File: config.mk
export PLATFORM = sky130hd
export DESIGN_NAME = lbuf_chunker
export DESIGN_NICKNAME = d
export VERILOG_FILES = /design/src/rtl/lbuf_chunker.sv
export SDC_FILE = /design/constraint.sdc
export NUM_CORES = 1
export LEC_CHECK = 0
export ABC_CLOCK_PERIOD_IN_PS = 10100
export CAP_MARGIN = 20
export CELL_PAD_IN_SITES_DETAIL_PLACEMENT = 1
export CELL_PAD_IN_SITES_GLOBAL_PLACEMENT = 1
export CORE_MARGIN = 8
export CORE_UTILIZATION = 40
export DETAILED_ROUTE_END_ITERATION = 7
export GPL_TIMING_DRIVEN = 0
export PLACE_DENSITY_LB_ADDON = 0.12
export SETUP_SLACK_MARGIN = 0.02
export SYNTH_ARGS = -nofsm -noshare
export SYNTH_HDL_FRONTEND = slang
export SYNTH_SLANG_ARGS = --single-unit
export TNS_END_PERCENT = 1
File: constraint.sdc
create_clock -name clk -period 10.1 [get_ports clk]
set_input_delay 2.02 -clock clk [delete_from_list [all_inputs] [get_ports clk]]
set_output_delay 2.02 -clock clk [all_outputs]
set_load 0.1 [all_outputs]
File: src/rtl/lbuf_chunker.sv
// lbuf_chunker
//   Consumer side of the lbuf give handshake. Takes one host lbuf descriptor
//   at a time and splits it into PCIe memory-write chunk requests. Each chunk
//   is bounded by the configured max payload and never crosses a 4 KB host
//   boundary. wt_lbuf1/wt_lbuf2 stay high while an lbuf is being chunked or
//   any of its chunks is still outstanding downstream.
//
// Parameters
//   MAX_PAYLOAD_LOG2  largest chunk supported, log2 bytes (9 = 512 B)
//   OUTS_W            width of the per-lbuf outstanding-chunk counters
//
// Ports
//   clk, rst              clock, synchronous active-high reset
//   rd_lbuf1/2            giver offers lbuf1 / lbuf2
//   wt_lbuf1/2            lbuf still in use (registered)
//   lbuf_addr/len/en/64b  descriptor from the giver (len bits [1:0] ignored)
//   lbuf_dn               one-cycle pulse: all chunks of current lbuf issued
//   cfg_max_payload       PCIe MPS encoding 0=128 B .. 5=4096 B
//   chunk_req/ack         chunk request handshake to the TX TLP engine
//   chunk_addr/len        chunk byte address / length in DW
//   chunk_64b/sel/last    64-bit TLP, owning lbuf, final chunk of its lbuf
//   chunk_cmpl(_sel)      one chunk fully transmitted, and its owning lbuf
//
// Build option
//   LBUF_CHUNKER_STATS_EN  adds stat_chunks (+1 per accepted chunk) and
//                          stat_lbufs (+1 per lbuf_dn), both 32-bit wrapping.
module lbuf_chunker #(
   parameter int unsigned MAX_PAYLOAD_LOG2 = 9,
   parameter int unsigned OUTS_W           = 6
) (
   input  logic        clk,
   input  logic        rst,
   input  logic        rd_lbuf1,
   input  logic        rd_lbuf2,
   output logic        wt_lbuf1,
   output logic        wt_lbuf2,
   input  logic [63:0] lbuf_addr,
   input  logic [31:0] lbuf_len,
   input  logic        lbuf_en,
   input  logic        lbuf64b,
   output logic        lbuf_dn,
   input  logic [2:0]  cfg_max_payload,
   output logic        chunk_req,
   input  logic        chunk_ack,
   output logic [63:0] chunk_addr,
   output logic [10:0] chunk_len,
   output logic        chunk_64b,
   output logic        chunk_sel,
   output logic        chunk_last,
   input  logic        chunk_cmpl,
   input  logic        chunk_cmpl_sel
`ifdef LBUF_CHUNKER_STATS_EN
   ,
   output logic [31:0] stat_chunks,
   output logic [31:0] stat_lbufs
`endif
);

   localparam logic [3:0] MPS_CAP = 4'(MAX_PAYLOAD_LOG2);

   typedef enum logic [2:0] {
      ST_IDLE,
      ST_CALC,
      ST_REQ,
      ST_DONE,
      ST_WLOW
   } state_t;

   state_t              state_q, state_d;
   logic [63:0]         addr_q, addr_d;
   logic [31:0]         rem_q, rem_d;
   logic                b64_q, b64_d;
   logic                sel_q, sel_d;
   logic [12:0]         clen_q, clen_d;
   logic [63:0]         c_addr_q, c_addr_d;
   logic [10:0]         c_len_q, c_len_d;
   logic                c_last_q, c_last_d;
   logic [OUTS_W-1:0]   cnt_q [2];
   logic [OUTS_W-1:0]   cnt_d [2];
   logic [1:0]          wt_q, wt_d;

   logic                req_ok;
   logic                hs;
   logic [3:0]          mps_sum;
   logic [3:0]          mps;
   logic [12:0]         mps_bytes;
   logic [12:0]         bdry;
   logic [12:0]         lim;
   logic [12:0]         clen;
   logic [31:0]         len_al;
   logic                unused_ok;

   // rd_lbuf2 alone selects the lbuf; rd_lbuf1 is implied by its absence
   always_comb unused_ok = rd_lbuf1;

   // A request is held off while its lbuf already has the maximum number of
   // chunks in flight.
   always_comb begin
      req_ok    = (cnt_q[sel_q] != '1);
      chunk_req = (state_q == ST_REQ) && req_ok;
      hs        = chunk_req && chunk_ack;
      lbuf_dn   = (state_q == ST_DONE);
   end

   // Chunk size: min(remaining, max payload, bytes left before 4 KB line)
   always_comb begin
      mps_sum   = 4'd7 + {1'b0, cfg_max_payload};
      mps       = (mps_sum > MPS_CAP) ? MPS_CAP : mps_sum;
      mps_bytes = 13'd1 << mps;
      bdry      = 13'h1000 - {1'b0, addr_q[11:0]};
      lim       = (mps_bytes < bdry) ? mps_bytes : bdry;
      clen      = (rem_q < {19'd0, lim}) ? rem_q[12:0] : lim;
      len_al    = lbuf_len & ~32'd3;
   end

   always_comb begin
      logic inc;
      logic dec;
      state_d  = state_q;
      addr_d   = addr_q;
      rem_d    = rem_q;
      b64_d    = b64_q;
      sel_d    = sel_q;
      clen_d   = clen_q;
      c_addr_d = c_addr_q;
      c_len_d  = c_len_q;
      c_last_d = c_last_q;
      inc      = 1'b0;
      dec      = 1'b0;

      case (state_q)
         ST_IDLE: begin
            if (lbuf_en) begin
               addr_d  = lbuf_addr;
               rem_d   = len_al;
               b64_d   = lbuf64b;
               sel_d   = rd_lbuf2;
               state_d = (len_al == '0) ? ST_DONE : ST_CALC;
            end
         end
         ST_CALC: begin
            clen_d   = clen;
            c_addr_d = addr_q;
            c_len_d  = 11'(clen >> 2);
            c_last_d = (rem_q == {19'd0, clen});
            state_d  = ST_REQ;
         end
         ST_REQ: begin
            if (hs) begin
               addr_d  = addr_q + 64'(clen_q);
               rem_d   = rem_q - 32'(clen_q);
               state_d = c_last_q ? ST_DONE : ST_CALC;
            end
         end
         ST_DONE: state_d = ST_WLOW;
         // Giver drops lbuf_en a cycle after lbuf_dn; wait for that so the
         // stale descriptor is not accepted a second time.
         ST_WLOW: begin
            if (!lbuf_en) state_d = ST_IDLE;
         end
         default: state_d = ST_IDLE;
      endcase

      // A simultaneous issue and completion on one lbuf cancel out; a
      // completion against an empty counter is dropped.
      for (int unsigned i = 0; i < 2; i++) begin
         inc      = hs && (sel_q == 1'(i));
         dec      = chunk_cmpl && (chunk_cmpl_sel == 1'(i));
         cnt_d[i] = cnt_q[i];
         if (inc && !dec)
            cnt_d[i] = cnt_q[i] + OUTS_W'(1);
         else if (!inc && dec && (cnt_q[i] != '0))
            cnt_d[i] = cnt_q[i] - OUTS_W'(1);
         wt_d[i]  = (cnt_d[i] != '0) || ((state_d != ST_IDLE) && (sel_d == 1'(i)));
      end
   end

   always_ff @(posedge clk) begin
      if (rst) begin
         state_q  <= ST_IDLE;
         addr_q   <= '0;
         rem_q    <= '0;
         b64_q    <= 1'b0;
         sel_q    <= 1'b0;
         clen_q   <= '0;
         c_addr_q <= '0;
         c_len_q  <= '0;
         c_last_q <= 1'b0;
         cnt_q[0] <= '0;
         cnt_q[1] <= '0;
         wt_q     <= '0;
      end else begin
         state_q  <= state_d;
         addr_q   <= addr_d;
         rem_q    <= rem_d;
         b64_q    <= b64_d;
         sel_q    <= sel_d;
         clen_q   <= clen_d;
         c_addr_q <= c_addr_d;
         c_len_q  <= c_len_d;
         c_last_q <= c_last_d;
         cnt_q[0] <= cnt_d[0];
         cnt_q[1] <= cnt_d[1];
         wt_q     <= wt_d;
      end
   end

   always_comb begin
      wt_lbuf1   = wt_q[0];
      wt_lbuf2   = wt_q[1];
      chunk_addr = c_addr_q;
      chunk_len  = c_len_q;
      chunk_64b  = b64_q;
      chunk_sel  = sel_q;
      chunk_last = c_last_q;
   end

`ifdef LBUF_CHUNKER_STATS_EN
   logic [31:0] stat_chunks_q, stat_chunks_d;
   logic [31:0] stat_lbufs_q, stat_lbufs_d;

   always_comb begin
      stat_chunks_d = stat_chunks_q + (hs ? 32'd1 : 32'd0);
      stat_lbufs_d  = stat_lbufs_q + (lbuf_dn ? 32'd1 : 32'd0);
      stat_chunks   = stat_chunks_q;
      stat_lbufs    = stat_lbufs_q;
   end

   always_ff @(posedge clk) begin
      if (rst) begin
         stat_chunks_q <= '0;
         stat_lbufs_q  <= '0;
      end else begin
         stat_chunks_q <= stat_chunks_d;
         stat_lbufs_q  <= stat_lbufs_d;
      end
   end
`endif

endmodule

==> summary.txt, run 1 <==
Clock tree
  • Clock Path Buffers: 2
  • Setup Buffers After CTS: 0
  • CTS tree: done
  • Clock slew at reported path FFs: 0.09 ns
  • Post_cts resized: 0
  • Clock H-tree levels: 4
  • Skew-Pair Late Insertion Delay: 0.47 ns
  • CTS Buf Count: 17
  • CTS root buf: clkbuf_16
  • # hold bufs at CTS: 0
  • Clock Sinks: 193

STA
  • Setup ws final: 2.02 ns
  • Clock Skews: around 0.03 ns
  • Worst Hold Slack: between 0.4 and 0.5 ns
  • Final TNS setup: 0 ns
  • Fin crit period: 8.08 ns
  • Final setup viols: 0
  • RSZ-0062 raised after global routing: no
  • Worst-Margin Slew: 1.09 ns
  • Period utilization: 80.0%
  • Final Hold Fails: 0
  • Peak Freq: approximately 120 MHz
  • Final slew viol count: 0
  • Max-slew headroom: around 28%

Global routing
  • Initial antenna violation count: 0
  • Largest net degree at the start of global routing: 21
  • First-pass GRT wire length: 80100 um
  • Congestion Overflow GR: 0
  • Gr usage total: 28.7%
  • Number of global-route vias before repair: 13651

Placed design
  • Final Wtd Congestion: 0.926
  • Setup WS pre-CTS: 1.60 ns
  • Dpl cells: 2100
  • Port Buf Inserts: 185
  • Hpwl dp: 39500 um
  • Cell Area, Placed: 14100 sq um

Floorplanning
  • Core area: 28800 sq um
  • IO Count: 190
  • Die Area: 35100 sq um
  • Die width: 187 um
  • Initial Util: 40.8%
  • Row count: 62
  • Height of the die: 187 um

Run
  • # Max-Cap Violations: 0

Power and ir drop
  • Combinational Power Share: 39.8%
  • Switch Pwr: 1.18 mW
  • Maximum vdd ir drop: roughly 0.14 mV
  • Leakage: 5.26 nW
  • Switch share: 43.0%
  • Flop pwr share: 34.8%
  • Clock power frac: 25.5%
  • Pwr dens: 187 nW/um^2
  • Internal: between 1.5 and 2 mW

Routing
  • DRC: 0
  • Final ANT Viol Nets: 0
  • WL per Instance: 24.3 um
  • Final wirelength: 51700 um
  • Via Count: roughly 13000
  • DR iter-0 viols: 1126
  • Pre-Repair DR Iteration Count: 5
  • Vias per inst: 6.11

Yosys
  • Post-synth ARST share: 0%
  • Post-synth cell types: 73
  • Sequential share of the synthesized area: around a third
  • Area of the mapped netlist: 11700 sq um
  • Synth area leaders: dfxtp_1, nand2_1, a21oi_1
  • Top post-synthesis cells by count: nand2_1, dfxtp_1, a21oi_1
  • Cell taking the most area after synthesis: dfxtp_1
  • Synth Flop Type: dfxtp_1
  • Synth Register Bits: 193
  • Yosys warns: 0
  • Syn_area_per_cell: 7.68 sq um
  • Post-Syn Instances: approximately 1500
  • Most common cell in the netlist: nand2_1
  • Number of synthesized flops with an enable pin: 0
  • Post-synth top area share: 32.9%

Final layout
  • Antenna Cells: 0
  • Fillers: 3556
  • Share of layout cells above drive strength 1: 4.12%
  • Multi-input logic area: 7190 sq um
  • FF+latch area: 3860 sq um
  • Post-Layout Cell Count: between 2000 and 2500
  • Fin nets: around 1900
  • Layout area overhead: 25.0%
  • Design area: 14700 sq um

Critical path
  • CP max-delay cell: clkdlybuf4s50_1
  • Critical Path RT: 10.42 ns
  • Critical path type: primary input to flop
  • CP Launch Type: primary input
  • Worst EP arrival: 8.39 ns
  • Max stage delay on crit path: 0.58 ns
  • Crit. End Element: flop
  • Critical path peak fanout: 10

Status
  • Status: finished, final reports clean

Min path
  • Worst Hold Class: flop to flop
==> sequential cells by signal, summed over array words and instances (netlist names) <==
name	flops
clen_q	13
cnt_q	12
chunk_last	1
chunk_addr	64
state_q	3
rem_q	32
chunk_64b	1
addr_q	64
chunk_sel	1
wt_q	2
==> cells in the final DEF (no fill, tap or decap), types with 6 or more instances in the layout <==
cell             Yosys  routed
nand2_1            222     222
dfxtp_1            193     193
clkdlybuf4s50_1      0     185
a21oi_1            148     148
nor2_1             121     121
clkbuf_1            91      91
ha_1                59      59
inv_1               56      56
a211oi_1            50      50
nor3_1              47      47
nand3_1             45      45
o21ai_0             37      37
xnor2_1             35      35
a311oi_1            35      35
and3_1              31      31
nor4_1              29      29
o21bai_1            26      26
a21o_1              25      25
a31oi_1             20      20
o211ai_1            19      19
clkbuf_16            0      17
nand4_1             14      14
nor2b_1             14      14
and2_1              13      13
buf_4               12      12
xor2_1              11      11
mux2i_1             11      11
or3_1               11      11
o311ai_0            11      11
or2_2                9       9
o21a_1               9       9
o22ai_1              9       9
nand2b_1             8       8
or4_1                8       8
and4_1               6       6
buf_1                6       6
o31ai_1              6       6
==> worst max-delay path: cells and delay by family <==
| kind | cells | cell delay (ns) |
|---|---|---|
| compound gates | 10 | 1.97 |
| xor+xnor | 1 | 0.19 |
| fa+ha+maj | 3 | 0.79 |
| buf+inv | 7 | 2.01 |
| simple gates | 5 | 1.40 |
==> worst paths after layout <==
check                     startpoint             end  slack (ns)  depth (start not counted)
setup reg to reg           addr_q[3]      clen_q[11]        3.43                         24
hold / removal        chunk_addr[63]  chunk_addr[63]        0.46                          2
setup / recovery  cfg_max_payload[0]      clen_q[11]        2.02                         26
hold reg to reg       chunk_addr[63]  chunk_addr[63]        0.46                          2
==> stage by stage <==
step | utilization, % | power, mW
3_3_place_gp | 48.9 | 2.01
4_1_cts | 51.0 | 2.73
5_1_grt | 51.0 | 2.87
6_report | 51.0 | 2.75
2_1_floorplan | - | 1.69
3_5_place_dp | 48.9 | 2.04
==> power by group through the flow <==
stage / logic [mW] / registers (mW) / clock network (mW)
floorplan: 0.657 / 1.03 / 0
global placement: 1.04 / 0.965 / 0
detailed placement: 1.07 / 0.969 / 0
CTS: 1.08 / 0.952 / 0.699
global route: 1.18 / 0.966 / 0.725
finish: 1.09 / 0.956 / 0.700
==> routing by layer <==
layer / track usage (%) / vias to the layer above / wire (um)
li1: - / 5967 / -
met1: 35.0 / 6340 / 21200
met2: 48.0 / 576 / 24100
met3: 5.78 / 142 / 4020
met4: 13.4 / 0 / 2320
met5: 0 / - / 0
==> layout make-up <==
| class | instances | area share, % |
|---|---|---|
| Clock inverter | 14 | 1.13 |
| Clock buffer | 17 | 2.90 |
| Inverter | 56 | 1.43 |
| Multi-Input combinational cell | 1170 | 49.0 |
| Sequential cell | 193 | 26.3 |
| Buffer | 112 | 3.28 |
| Tap cell | 384 | 3.27 |
| Timing Repair Buffer | 185 | 12.6 |
==> kinds of logic after synthesis <==
group | after synthesis | synth area share, %
compound gates | 441 | 25.1
xor+xnor | 46 | 3.43
fa+ha+maj | 61 | 6.63
buf+inv | 168 | 5.90
flops | 193 | 32.9
mux | 15 | 1.32
other cells | 1 | 0.0320
simple gates | 603 | 24.7
(Power assumes the default switching activity.)
==> run 2, diff against run 1 <==
- ABC_CLOCK_PERIOD_IN_PS: 10100 -> 6600
- CORE_UTILIZATION: 40 -> 36
- clock period: 10.1 -> 6.6 ns (I/O delays scaled with it)
==> run 2 against run 1 <==
Wire length grew 2.9%. Final area grew 0.78%. Highest routed layer unchanged. Cell count grew 2.8%. Sequential power grew 53%. Critical path type unchanged. Flip-flop and latch count is the same. Die area grew 10%.
==> summary.txt, run 2 (synthesized netlist as in run 1, its figures left out) <==
Floorplanning
  • Die width: 197 um (was 187 um)
  • Die Area: 38600 sq um (was 35100 sq um)
  • IO Count: 190 (unchanged)
  • Height of the die: 197 um (was 187 um)
  • Row count: 66 (was 62)
  • Core area: 32300 sq um (was 28800 sq um)
  • Initial Util: 36.3% (was 40.8%)

Power and ir drop
  • Clock power frac: 25.7% (was 25.5%)
  • Pwr dens: 286 nW/um^2 (was 187 nW/um^2)
  • Combinational Power Share: 39.7% (was 39.8%)
  • Leakage: 5.28 nW (was 5.26 nW)
  • Flop pwr share: 34.6% (was 34.8%)
  • Switch Pwr: 1.78 mW (was 1.18 mW)
  • Total power: 4.22 mW (was 2.75 mW)
  • Switch share: 42.2% (was 43.0%)
  • Internal: 2.44 mW (was 1.57 mW)
  • Maximum vdd ir drop: 0.193 mV (was 0.135 mV)

STA
  • Peak Freq: roughly 160 MHz
  • Max-slew headroom: 26.2% (was 27.6%)
  • Final Hold Fails: 0 (unchanged)
  • Final slew viol count: 0 (unchanged)
  • RSZ-0062 raised after global routing: no (unchanged)
  • Worst-Margin Slew: 1.11 ns (was 1.09 ns)
  • Fin crit period: 6.28 ns
  • Period utilization: 95.1%
  • Final setup viols: 0 (unchanged)
  • Clock Skews: 0.0218 ns (was 0.0300 ns)

Routing
  • Vias per inst: 5.91 (was 6.11)
  • Pre-Repair DR Iteration Count: 5 (unchanged)
  • Via Count: 12951 (was 13025)
  • DRC: 0 (unchanged)
  • Final ANT Viol Nets: 0 (unchanged)
  • WL per Instance: 24.3 um (about the same)
  • DR iter-0 viols: 905 (was 1126)
  • Final wirelength: 53200 um (was 51700 um)

Clock tree
  • CTS root buf: clkbuf_16 (unchanged)
  • Skew-Pair Late Insertion Delay: 0.47 ns (about the same)
  • CTS Buf Count: 17 (unchanged)
  • Clock Path Buffers: 2 (unchanged)
  • CTS tree: done (unchanged)
  • Clock Sinks: 193 (unchanged)
  • Clock slew at reported path FFs: 0.07 ns (was 0.09 ns)
  • # hold bufs at CTS: 0 (unchanged)
  • Clock H-tree levels: 4 (unchanged)

Placed design
  • Final Wtd Congestion: 0.922 (was 0.926)
  • Dpl cells: 2158 (was 2100)
  • Cell Area, Placed: 14200 sq um (was 14100 sq um)
  • Hpwl dp: 40300 um (was 39500 um)
  • Port Buf Inserts: 185 (unchanged)

Final layout
  • Post-Layout Cell Count: 2190 (was 2131)
  • Antenna Cells: 0 (unchanged)
  • Layout area overhead: 26.0% (was 25.0%)
  • Share of layout cells above drive strength 1: 4.75% (was 4.12%)
  • Most frequent cells in the layout: nand2_1, dfxtp_1, clkdlybuf4s50_1 (unchanged)
  • Fin nets: 1904 (unchanged)
  • Design area: 14800 sq um (was 14700 sq um)
  • Commonest non-fill, non-tap cell in the layout: nand2_1 (unchanged)
  • Core Util, Final: 45.8% (was 51.0%)

Global routing
  • Initial antenna violation count: 0 (unchanged)
  • Largest net degree at the start of global routing: 18 (was 21)
  • Gr usage total: 27.0% (was 28.7%)
  • Number of global-route vias before repair: 13343 (was 13651)
  • First-pass GRT wire length: 80500 um (was 80100 um)
  • Congestion Overflow GR: 0 (unchanged)

Critical path
  • Critical path peak fanout: 10 (unchanged)
  • Critical Path RT: 6.90 ns (was 10.42 ns)
  • CP startpoint: cfg_max_payload[1] (was cfg_max_payload[0])
  • Crit. End Element: flop (unchanged)
  • Worst EP arrival: 6.58 ns (was 8.39 ns)
  • Critical path type: primary input to flop (unchanged)
  • Worst R2R Start: addr_q[2] (was addr_q[3])
  • CP Launch Type: primary input (unchanged)

Run
  • # Max-Cap Violations: 0 (unchanged)

Status
  • Status: finished, final reports clean (unchanged)

Min path
  • Min-delay src: chunk_addr[7] (was chunk_addr[63])
  • Worst Hold Class: flop to flop (unchanged)
==> run 2: critical path: stages <==
cell and delay, ns:
clkdlybuf4s50_1 0.55, inv_1 0.09, ha_2 0.43, nand2_1 0.07, or2_2 0.35, inv_1 0.07
ha_1 0.25, a21oi_1 0.15, a21oi_1 0.08, nor3_1 0.26, o21ai_2 0.10, clkbuf_4 0.21
buf_4 0.21, nor3_1 0.18, a21oi_2 0.08, ha_1 0.30, a21o_1 0.19, a21o_1 0.17
a21oi_1 0.18, o22ai_1 0.11, or4b_1 0.50, buf_4 0.18, buf_6 0.14, o211ai_1 0.28
a21oi_1 0.11
==> run 2: worst paths after layout <==
kind	end	slack (ns)	cells past startpoint
max reg2reg	clen_q[1]	0.55	24
max	clen_q[1]	0.32	25
min	chunk_addr[7]	0.46	2
min reg2reg	chunk_addr[7]	0.46	2
==> run 2: area by class of cell <==
class                      instances  area [sq um]
buffer                           111           484
clock buffer                      19           453
clock inverter                    13           128
fill                            3956         17500
inverter                          56           210
multi-input combinational       1170          7240
sequential                       193          3860
tap                              442           553
timing repair buffer             186          1860
==> run 2: power by group through the flow <==
stage | registers [mW] | clock network [mW] | logic, mW
5_1_grt | 1.48 | 1.14 | 1.82
6_report | 1.46 | 1.08 | 1.68
3_5_place_dp | 1.48 | 0 | 1.64
2_1_floorplan | 1.57 | 0 | 1.01
3_3_place_gp | 1.48 | 0 | 1.61
4_1_cts | 1.46 | 1.09 | 1.66
==> run 2: what timing repair did <==
item,CTS,global route
endpoints found under the setup margin,14,14
endpoints found under the hold margin,0,0
buffers inserted,1,0
resized for setup,10,4
pin swaps,1,2
gates cloned,0,0
==> run 2: through the flow <==
stage | worst slack [ns] | TNS, ns | hold WS (ns)
finish | 0.324 | 0 | 0.458
global route | 0.0320 | 0 | 0.472
CTS | 0.0583 | 0 | 0.460
detailed placement | -1.63 | -21.31 | 0.450
global placement | -1.43 | -18.70 | 0.444
floorplan | 0.567 | 0 | 0.440
==> run 2: routing by layer <==
metal	vias to the layer above	wire, um	GRT usage, %
met5	-	0	0
met4	0	2150	11.7
met3	115	3220	4.64
met2	443	24800	44.8
met1	6426	23000	34.1
li1	5967	-	-
